===== config.mk =====
export PLATFORM = sky130hd
export DESIGN_NAME = seq_divider59_26
export DESIGN_NICKNAME = d
export VERILOG_FILES = /design/src/rtl/seq_div_pkg.sv /design/src/rtl/seq_div_step.sv /design/src/rtl/seq_divider59_26.sv
export SDC_FILE = /design/constraint.sdc
export NUM_CORES = 1
export LEC_CHECK = 0
export CAP_MARGIN = 10
export CORE_MARGIN = 10
export CORE_UTILIZATION = 56
export CTS_BUF_LIST = sky130_fd_sc_hd__clkbuf_8
export DETAILED_ROUTE_END_ITERATION = 8
export GPL_ROUTABILITY_DRIVEN = 1
export PLACE_DENSITY = 0.89
export SYNTH_ARGS = -nofsm -noshare
export SYNTH_HDL_FRONTEND = slang
export SYNTH_SLANG_ARGS = --single-unit

===== constraint.sdc =====
create_clock -name clk -period 8.78 [get_ports clk]
set_clock_uncertainty 0.05 [all_clocks]
set_input_delay 1.756 -clock clk [delete_from_list [all_inputs] [get_ports clk]]
set_output_delay 1.756 -clock clk [all_outputs]
set_load 0.05 [all_outputs]

===== src/rtl/seq_div_pkg.sv =====
`default_nettype none
// ============================================================================
//  Module      : seq_div_pkg
//  Description : Shared defaults, iteration counts and state encoding for the
//                sequential restoring divider.
//  Revision    : 1.0 - initial release
// ============================================================================
package seq_div_pkg;

    // Default operand widths of the divider.
    localparam int c_dividend_w  = 59;
    localparam int c_divisor_w   = 26;

    // RUN-state cycle counts for the default dividend width: one quotient bit
    // per cycle, or two per cycle with the dividend padded to an even width.
    localparam int c_iter_radix2 = 59;
    localparam int c_iter_radix4 = 30;

    // Width of the iteration down-counter.
    localparam int c_cnt_w       = 6;

    typedef enum logic [1:0] {
        ST_IDLE = 2'd0,
        ST_RUN  = 2'd1,
        ST_DONE = 2'd2
    } state_t;

endpackage
`default_nettype wire


===== src/rtl/seq_div_step.sv =====
`default_nettype none
// ============================================================================
//  Module      : seq_div_step
//  Description : One combinational restoring-division step. Shifts the next
//                dividend bit into the partial remainder and subtracts the
//                divisor when that does not borrow.
//  Revision    : 1.0 - initial release
// ============================================================================
module seq_div_step #(
    parameter int DIVISOR_W = 26
) (
    input  logic [DIVISOR_W-1:0] i_rem,
    input  logic                 i_bit,
    input  logic [DIVISOR_W-1:0] i_divisor,
    output logic [DIVISOR_W-1:0] o_rem,
    output logic                 o_q_bit
);

    logic [DIVISOR_W:0] w_partial;
    logic [DIVISOR_W:0] w_sub;

    // Compare-and-subtract; the incoming remainder is below the divisor, so
    // the result always fits back into DIVISOR_W bits.
    always_comb begin
        w_partial = {i_rem, i_bit};
        o_q_bit   = (w_partial >= {1'b0, i_divisor});
        w_sub     = o_q_bit ? {1'b0, i_divisor} : '0;
        o_rem     = DIVISOR_W'(w_partial - w_sub);
    end

endmodule
`default_nettype wire


===== src/rtl/seq_divider59_26.sv =====
`default_nettype none
// ============================================================================
//  Module      : seq_divider59_26
//  Description : Sequential unsigned restoring divider (59-bit dividend,
//                26-bit divisor), MSB first. Divide-by-zero is reported in two
//                cycles without iterating.
//                Define SEQ_DIV_RADIX4_EN to retire two quotient bits per
//                cycle (dividend zero-extended to an even width).
//  Revision    : 1.0 - initial release
// ============================================================================
module seq_divider59_26
    import seq_div_pkg::*;
#(
    parameter int DIVIDEND_W = c_dividend_w,
    parameter int DIVISOR_W  = c_divisor_w
) (
    input  logic                  clk,
    input  logic                  reset,
    input  logic                  start,
    input  logic [DIVIDEND_W-1:0] dividend,
    input  logic [DIVISOR_W-1:0]  divisor,
    output logic                  busy,
    output logic                  done,
    output logic [DIVIDEND_W-1:0] quotient,
    output logic [DIVISOR_W-1:0]  remainder,
    output logic                  div_zero
);

`ifdef SEQ_DIV_RADIX4_EN
    localparam int c_radix_bits = 2;
    localparam int c_iter       = c_iter_radix4;
`else
    localparam int c_radix_bits = 1;
    localparam int c_iter       = c_iter_radix2;
`endif
    // Working quotient register width: the dividend, padded when needed so
    // that every iteration consumes exactly c_radix_bits bits.
    localparam int                 c_q_w      = c_iter * c_radix_bits;
    localparam logic [c_cnt_w-1:0] c_cnt_load = c_cnt_w'(c_iter - 1);

    state_t                 r_state;
    state_t                 w_next_state;
    logic                   w_busy;

    logic [c_q_w-1:0]       r_q;
    logic [DIVISOR_W-1:0]   r_rem;
    logic [DIVISOR_W-1:0]   r_divisor;
    logic [c_cnt_w-1:0]     r_cnt;
    logic                   r_div_zero;
    logic                   r_done;

    logic [c_q_w-1:0]       w_q_next;
    logic [DIVISOR_W-1:0]   w_rem_next;
    logic [DIVISOR_W-1:0]   w_rem_a;
    logic                   w_qb_a;

    // First (or only) conditional-subtract stage, fed by the dividend MSB.
    seq_div_step #(
        .DIVISOR_W (DIVISOR_W)
    ) u_step_a (
        .i_rem     (r_rem),
        .i_bit     (r_q[c_q_w-1]),
        .i_divisor (r_divisor),
        .o_rem     (w_rem_a),
        .o_q_bit   (w_qb_a)
    );

`ifdef SEQ_DIV_RADIX4_EN
    logic [DIVISOR_W-1:0]   w_rem_b;
    logic                   w_qb_b;

    // Second chained stage consumes the next dividend bit in the same cycle.
    seq_div_step #(
        .DIVISOR_W (DIVISOR_W)
    ) u_step_b (
        .i_rem     (w_rem_a),
        .i_bit     (r_q[c_q_w-2]),
        .i_divisor (r_divisor),
        .o_rem     (w_rem_b),
        .o_q_bit   (w_qb_b)
    );

    assign w_rem_next = w_rem_b;
    assign w_q_next   = {r_q[c_q_w-3:0], w_qb_a, w_qb_b};
`else
    assign w_rem_next = w_rem_a;
    assign w_q_next   = {r_q[c_q_w-2:0], w_qb_a};
`endif

    // State register.
    always_ff @(posedge clk) begin
        if (reset) begin
            r_state <= ST_IDLE;
        end else begin
            r_state <= w_next_state;
        end
    end

    // Next-state decode and busy flag.
    always_comb begin
        w_next_state = r_state;
        w_busy       = 1'b0;
        case (r_state)
            ST_IDLE: begin
                if (start) begin
                    w_next_state = (divisor == '0) ? ST_DONE : ST_RUN;
                end
            end
            ST_RUN: begin
                w_busy = 1'b1;
                if (r_cnt == '0) begin
                    w_next_state = ST_DONE;
                end
            end
            ST_DONE: begin
                w_busy       = 1'b1;
                w_next_state = ST_IDLE;
            end
            default: begin
                w_next_state = ST_IDLE;
            end
        endcase
    end

    // Operand capture, iteration datapath and done pulse. The quotient shift
    // register starts out holding the dividend; each RUN cycle shifts dividend
    // bits out at the top and quotient bits in at the bottom.
    always_ff @(posedge clk) begin
        if (reset) begin
            r_q        <= '0;
            r_rem      <= '0;
            r_divisor  <= '0;
            r_cnt      <= '0;
            r_div_zero <= 1'b0;
            r_done     <= 1'b0;
        end else begin
            r_done <= 1'b0;
            case (r_state)
                ST_IDLE: begin
                    if (start) begin
                        r_divisor <= divisor;
                        r_cnt     <= c_cnt_load;
                        if (divisor == '0) begin
                            r_q        <= '1;
                            r_rem      <= dividend[DIVISOR_W-1:0];
                            r_div_zero <= 1'b1;
                        end else begin
                            r_q        <= c_q_w'(dividend);
                            r_rem      <= '0;
                            r_div_zero <= 1'b0;
                        end
                    end
                end
                ST_RUN: begin
                    r_q    <= w_q_next;
                    r_rem  <= w_rem_next;
                    r_cnt  <= r_cnt - 1'b1;
                    r_done <= (r_cnt == '0);
                end
                ST_DONE: begin
                    // Divide-by-zero results were written at acceptance; the
                    // pulse is raised on the way out of DONE.
                    r_done <= r_div_zero;
                end
                default: begin
                    r_done <= 1'b0;
                end
            endcase
        end
    end

    assign busy      = w_busy;
    assign done      = r_done;
    assign quotient  = r_q[DIVIDEND_W-1:0];
    assign remainder = r_rem;
    assign div_zero  = r_div_zero;

endmodule
`default_nettype wire

==> results of run 1 <==
==> synthesized netlist by cell type, drive strengths merged, types with 3 or more instances <==
master	number	area share
a2111oi	9	0.014
a211o	3	0.0037
a211oi	16	0.017
a21o	10	0.010
a21oi	89	0.063
a221oi	17	0.021
a311oi	36	0.044
a31oi	4	0.0035
a32oi	5	0.0061
buf	15	0.0091
clkbuf	45	0.024
dfxtp	121	0.34
ha	56	0.098
inv	41	0.021
mux2i	35	0.049
nand2	137	0.072
nand2b	8	0.0070
nand3	10	0.0070
nand4	6	0.0061
nor2	87	0.046
nor2b	7	0.0061
nor3	26	0.018
nor4	8	0.0070
o21a	3	0.0031
o21ai	27	0.020
o221ai	23	0.028
or3	7	0.0061
xnor2	9	0.011
xor2	5	0.0061
==> power by group <==
part	internal, mW	switching [mW]
Sequential	0.633	0.0872
Clock	0.371	0.231
Combinational	0.517	0.854
Total	1.52	1.17
==> sequential cells by signal, indices dropped and copies added (netlist names) <==
signal	cells
quotient	59
div_zero	1
r_state	2
remainder	26
done	1
r_cnt	6
r_divisor	26
==> through the flow <==
stage / total power, mW / hold WS [ps]
6_report: 2.69 / 423
5_1_grt: 2.85 / 451
4_1_cts: 2.69 / 426
3_5_place_dp: 2.07 / 414
3_3_place_gp: 2.05 / 410
2_1_floorplan: 1.70 / 399
==> logic make-up (layout without fill, tap and decap cells) <==
family                     after synthesis  in the layout  synth area share
buffers and inverters                  101            256            0.0541
DFF                                    121            121             0.338
AOI/OAI and AO/OA                      259            259             0.257
adders and majority gates               57             57             0.100
and+or+nand+nor                        307            307             0.185
xor gates and xnor gates                14             14            0.0171
muxes                                   35             35            0.0488
==> tightest hold or removal path, delay by kind of cell, from the launching register on <==
kind,cells,cell delay (ps)
flip-flops,1,330
AO/OA/AOI/OAI,1,50
AND/OR/NAND/NOR,1,60
==> cell type report <==
cell class	instances	area (µm²)	area share
Sequential cell	121	2420	0.255
Clock buffer	18	248	0.0261
Inverter	41	154	0.0162
Multi-Input combinational cell	672	4410	0.465
Clock inverter	14	230	0.0243
Tap cell	172	215	0.0227
Timing Repair Buffer	183	1810	0.191
==> layer usage <==
metal  global-route usage  routed length [µm]
met4               0.0883                 493
met1                0.312                9750
met2                0.404               10500
met5                    0                   0
met3               0.0947                2560
==> path summary, 6_finish.rpt <==
path | from | to | slack [ps] | cells after the start
worst max register to register | quotient[58] | remainder[24] | 4110 | 18
worst min register to register | quotient[16] | quotient[16] | 420 | 2
worst max-delay path | start | remainder[9] | 4050 | 8
worst min-delay path | quotient[16] | quotient[16] | 420 | 2
==> out/qor.csv, run 1 <==
stage,metric,value,unit
outcome,status,"finished, final reports clean",
grt,antenna_found_initial,0,
clock_tree,cts_max_path_buffers,2,
sta,fin_setup_tns,0,ps
worst_setup_path,critPathCaptureType,register,
worst_setup_path,slowest_stage,buf_4,
clock_tree,cts-root-buf,clkbuf_8,
placement,dp.cells,1189,
clock_tree,clkTransAtPathRegs,80,ps
layout,instances_no_fill,1221,
floorplanning,die-area,0.0177,mm²
placement,place_congestion,0.919,
layout,area.growth.synth_to_final,32.2,%
layout,num-nets-final,1181,
power_and_ir_drop,p_leak,3.56,nW
sta,rsz0062_at_grt,no,
route,wl_per_cell,19.1,µm
layout,nFillCells,915,
synthesis,synth_enable_flop_cells,0,
floorplanning,io_pins,176,
synthesis,synth_seq_cells,121,
layout,post-route-util,0.755,
worst_setup_path,slowest_delay,650,ps
placement,hpwl,16800,µm
placement,preCtsSetupSlack,3620,ps
synthesis,syn_inst,894,
worst_setup_path,path_buf_inv,3,
floorplanning,die_h,133,µm
layout,mostFrequentLayoutCell,clkdlybuf4s50_1,
floorplanning,start_util,0.571,
route,route.detailed.drc,0,
synthesis,async_flop_share,0,
synthesis,ys.flop_type,dfxtp_1,
sta,setup_violations,0,
synthesis,yosys_warnings,0,
route,drt_pass1_iterations,5,
floorplanning,num_rows,41,
worst_setup_path,cp_cell_sequence,clkdlybuf4s50_1 -> nand2_1 -> o21ai_4 -> buf_4 -> buf_4 -> nand2_1 -> a2111oi_0 -> a21oi_1,
worst_setup_path,required,9070,ps
clock_tree,cts.sinks,121,
floorplanning,coreArea,0.0126,mm²
grt,grt_overflow,0,
layout,final_area,0.00949,mm²
worst_setup_path,arrival,5020,ps
min_path,worstHoldPathType,reg -> reg,
clock_tree,ctsResizeCount,0,
layout,drive_above_1_share,0.0553,
clock_tree,cts-buffers-inserted,17,
grt,gr-usage-all-layers,0.255,
placement,io_buffers,175,
layout,n_antenna_cell,0,
clock_tree,htreeDepth,4,
worst_setup_path,crit_family,buffers and inverters,
worst_setup_path,critPathKind,in -> reg,
route,antenna_left,0,
sta,period_minus_slack,4730,ps
clock_tree,cts_hold_buf,0,
synthesis,synth_seq_area_share,0.338,
sta,clock.fmax,211,MHz
clock_tree,clock_latency,460,ps
sta,setup_ws,4050,ps
placement,postPlaceCellArea,0.00901,mm²
power_and_ir_drop,irDropWorstVdd,156,µV
power_and_ir_drop,powerDensity,284,mW/mm²
synthesis,synth_nets,1039,
sta,slew_headroom,0.248,
route,viasPerCell,6.10,
synthesis,syn_area,0.00718,mm²
worst_setup_path,cp_max_fo,68,
clock_tree,tritoncts,done,
worst_setup_path,crit_path_start_kind,input port,
layout,layout_common_cells,"clkdlybuf4s50_1 (174), nand2_1 (137), dfxtp_1 (121)",
grt,grt_pass1_vias,7320,
synthesis,syn_area_per_cell,8.03,µm²
grt,grt_max_degree,78,
route,drtIter0Drc,570,
floorplanning,die_width,133,µm
sta,period_share,0.539,
sta,tightest_slew,1130,ps
synthesis,synthDistinctLibCells,59,
job,drv_cap,0,
sta,hold_viol_final,0,
grt,grt_pass1_wl,37100,µm
route,routed_wl,23300,µm
clock_tree,postCtsSetupBuffers,0,
sta,slew_violations,0,
route,vias,7444,
Power figures use the tool's default switching activity.
==> run 2: changes to the inputs <==
CORE_UTILIZATION = 52   (was 56)
PLACE_DENSITY = 0.84   (was 0.89)
clock period = 4.4 ns   (was 8.78 ns; I/O delays follow)
==> out/qor.csv, run 2 (synthesis gave the netlist of run 1 again) <==
stage,metric,value,unit
layout,instances_no_fill,1239,
placement,place_congestion,0.935,
route,drt_pass1_iterations,5,
power_and_ir_drop,design_power_total,5.36,mW
floorplanning,io_pins,176,
sta,period_share,0.949,
sta,whs,417,ps
sta,setup_ws,224,ps
layout,post-route-util,0.714,
clock_tree,cts_hold_buf,0,
worst_setup_path,crit_path_start_kind,register,
sta,tightest_slew,999,ps
sta,setup_violations,0,
worst_setup_path,cp_max_fo,15,
layout,drive_above_1_share,0.0715,
grt,grt_pass1_wl,38600,µm
placement,hpwl,17700,µm
floorplanning,coreArea,0.0134,mm²
job,drv_cap,0,
worst_setup_path,critPathCaptureType,register,
worst_setup_path,required,4720,ps
layout,n_antenna_cell,0,
sta,clock.fmax,239,MHz
route,vias,7579,
clock_tree,clock_latency,460,ps
worst_setup_path,critPathKind,reg -> reg,
clock_tree,htreeDepth,4,
clock_tree,tritoncts,done,
route,wl_per_cell,19.6,µm
placement,io_buffers,175,
min_path,worstHoldPathType,reg -> reg,
sta,slew_violations,0,
layout,largest_reg_flops,59,
grt,gr-usage-all-layers,0.258,
clock_tree,cts.sinks,121,
power_and_ir_drop,powerDensity,560,mW/mm²
sta,hold_viol_final,0,
sta,period_minus_slack,4180,ps
layout,num-nets-final,1195,
sta,slew_headroom,0.334,
placement,postPlaceCellArea,0.00911,mm²
grt,grt_max_degree,74,
clock_tree,cts-root-buf,clkbuf_8,
layout,nFillCells,1047,
route,drtIter0Drc,711,
layout,multi_input_area,0.00443,mm²
route,route.detailed.drc,0,
layout,final_area,0.00957,mm²
outcome,status,"finished, final reports clean",
worst_setup_path,arrival,4500,ps
floorplanning,die_width,137,µm
layout,area.growth.synth_to_final,33.4,%
route,routed_wl,24300,µm
layout,seq_area,0.00242,mm²
grt,grt_overflow,0,
floorplanning,start_util,0.535,
power_and_ir_drop,p_leak,3.60,nW
clock_tree,cts_max_path_buffers,2,
floorplanning,die_h,137,µm
floorplanning,num_rows,42,
layout,layout_common_cells,"clkdlybuf4s50_1 (174), nand2_1 (137), dfxtp_1 (121)",
power_and_ir_drop,irDropWorstVdd,312,µV
layout,mostFrequentLayoutCell,clkdlybuf4s50_1,
route,antenna_left,0,
placement,dp.cells,1206,
route,viasPerCell,6.12,
clock_tree,cts-buffers-inserted,17,
clock_tree,clkTransAtPathRegs,70,ps
grt,grt_pass1_vias,7272,
placement,preCtsSetupSlack,39.8,ps
floorplanning,die-area,0.0189,mm²
sta,fin_setup_tns,0,ps
grt,antenna_found_initial,0,
run 2: power breakdown:
part | internal, mW | leakage [nW] | total [mW] | switching, mW
Clock | 0.625 | 0.219 | 1.10 | 0.471
Combinational | 1.08 | 2.39 | 2.84 | 1.75
Sequential | 1.26 | 0.997 | 1.43 | 0.166
run 2: final timing paths:
kind | slack, ps | cells past startpoint | end | startpoint
min | 420 | 2 | quotient[14] | quotient[14]
min reg2reg | 420 | 2 | quotient[14] | quotient[14]
max | 220 | 17 | remainder[22] | quotient[58]
max reg2reg | 220 | 17 | remainder[22] | quotient[58]
run 2: layout make-up:
| class | instances | share of cell area |
|---|---|---|
| Clock inverter | 14 | 0.0190 |
| Timing Repair Buffer | 197 | 0.200 |
| Clock buffer | 18 | 0.0259 |
| Multi-Input combinational cell | 672 | 0.463 |
| Sequential cell | 121 | 0.253 |
| Tap cell | 176 | 0.0230 |
| Inverter | 41 | 0.0161 |
run 2: timing repair:
| item | in CTS | in global routing |
|---|---|---|
| setup buffers | 0 | 1 |
| resized for setup | 0 | 6 |
| setup endpoints to repair | 0 | 14 |
run 2: critical path: stages, from the launching register on:
cell and delay [ps]:
dfxtp_1 360, inv_1 70, ha_1 260, nand2b_1 140, a211o_1 300, a21oi_2 220, a211oi_2 120, or2_4 320
and2_1 180, ha_1 200, fa_1 410, nor2b_1 160, o31ai_1 100, a21o_1 220, a31oi_2 240, a21oi_2 140
o41a_1 400, a211oi_1 190
run 2: per-layer routing:
metal	GRT usage	up-vias	part of all wire
li1	-	3592	-
met3	0.111	41	0.13
met4	0.0972	0	0.022
met5	0	-	0
met1	0.327	3554	0.42
met2	0.381	392	0.43
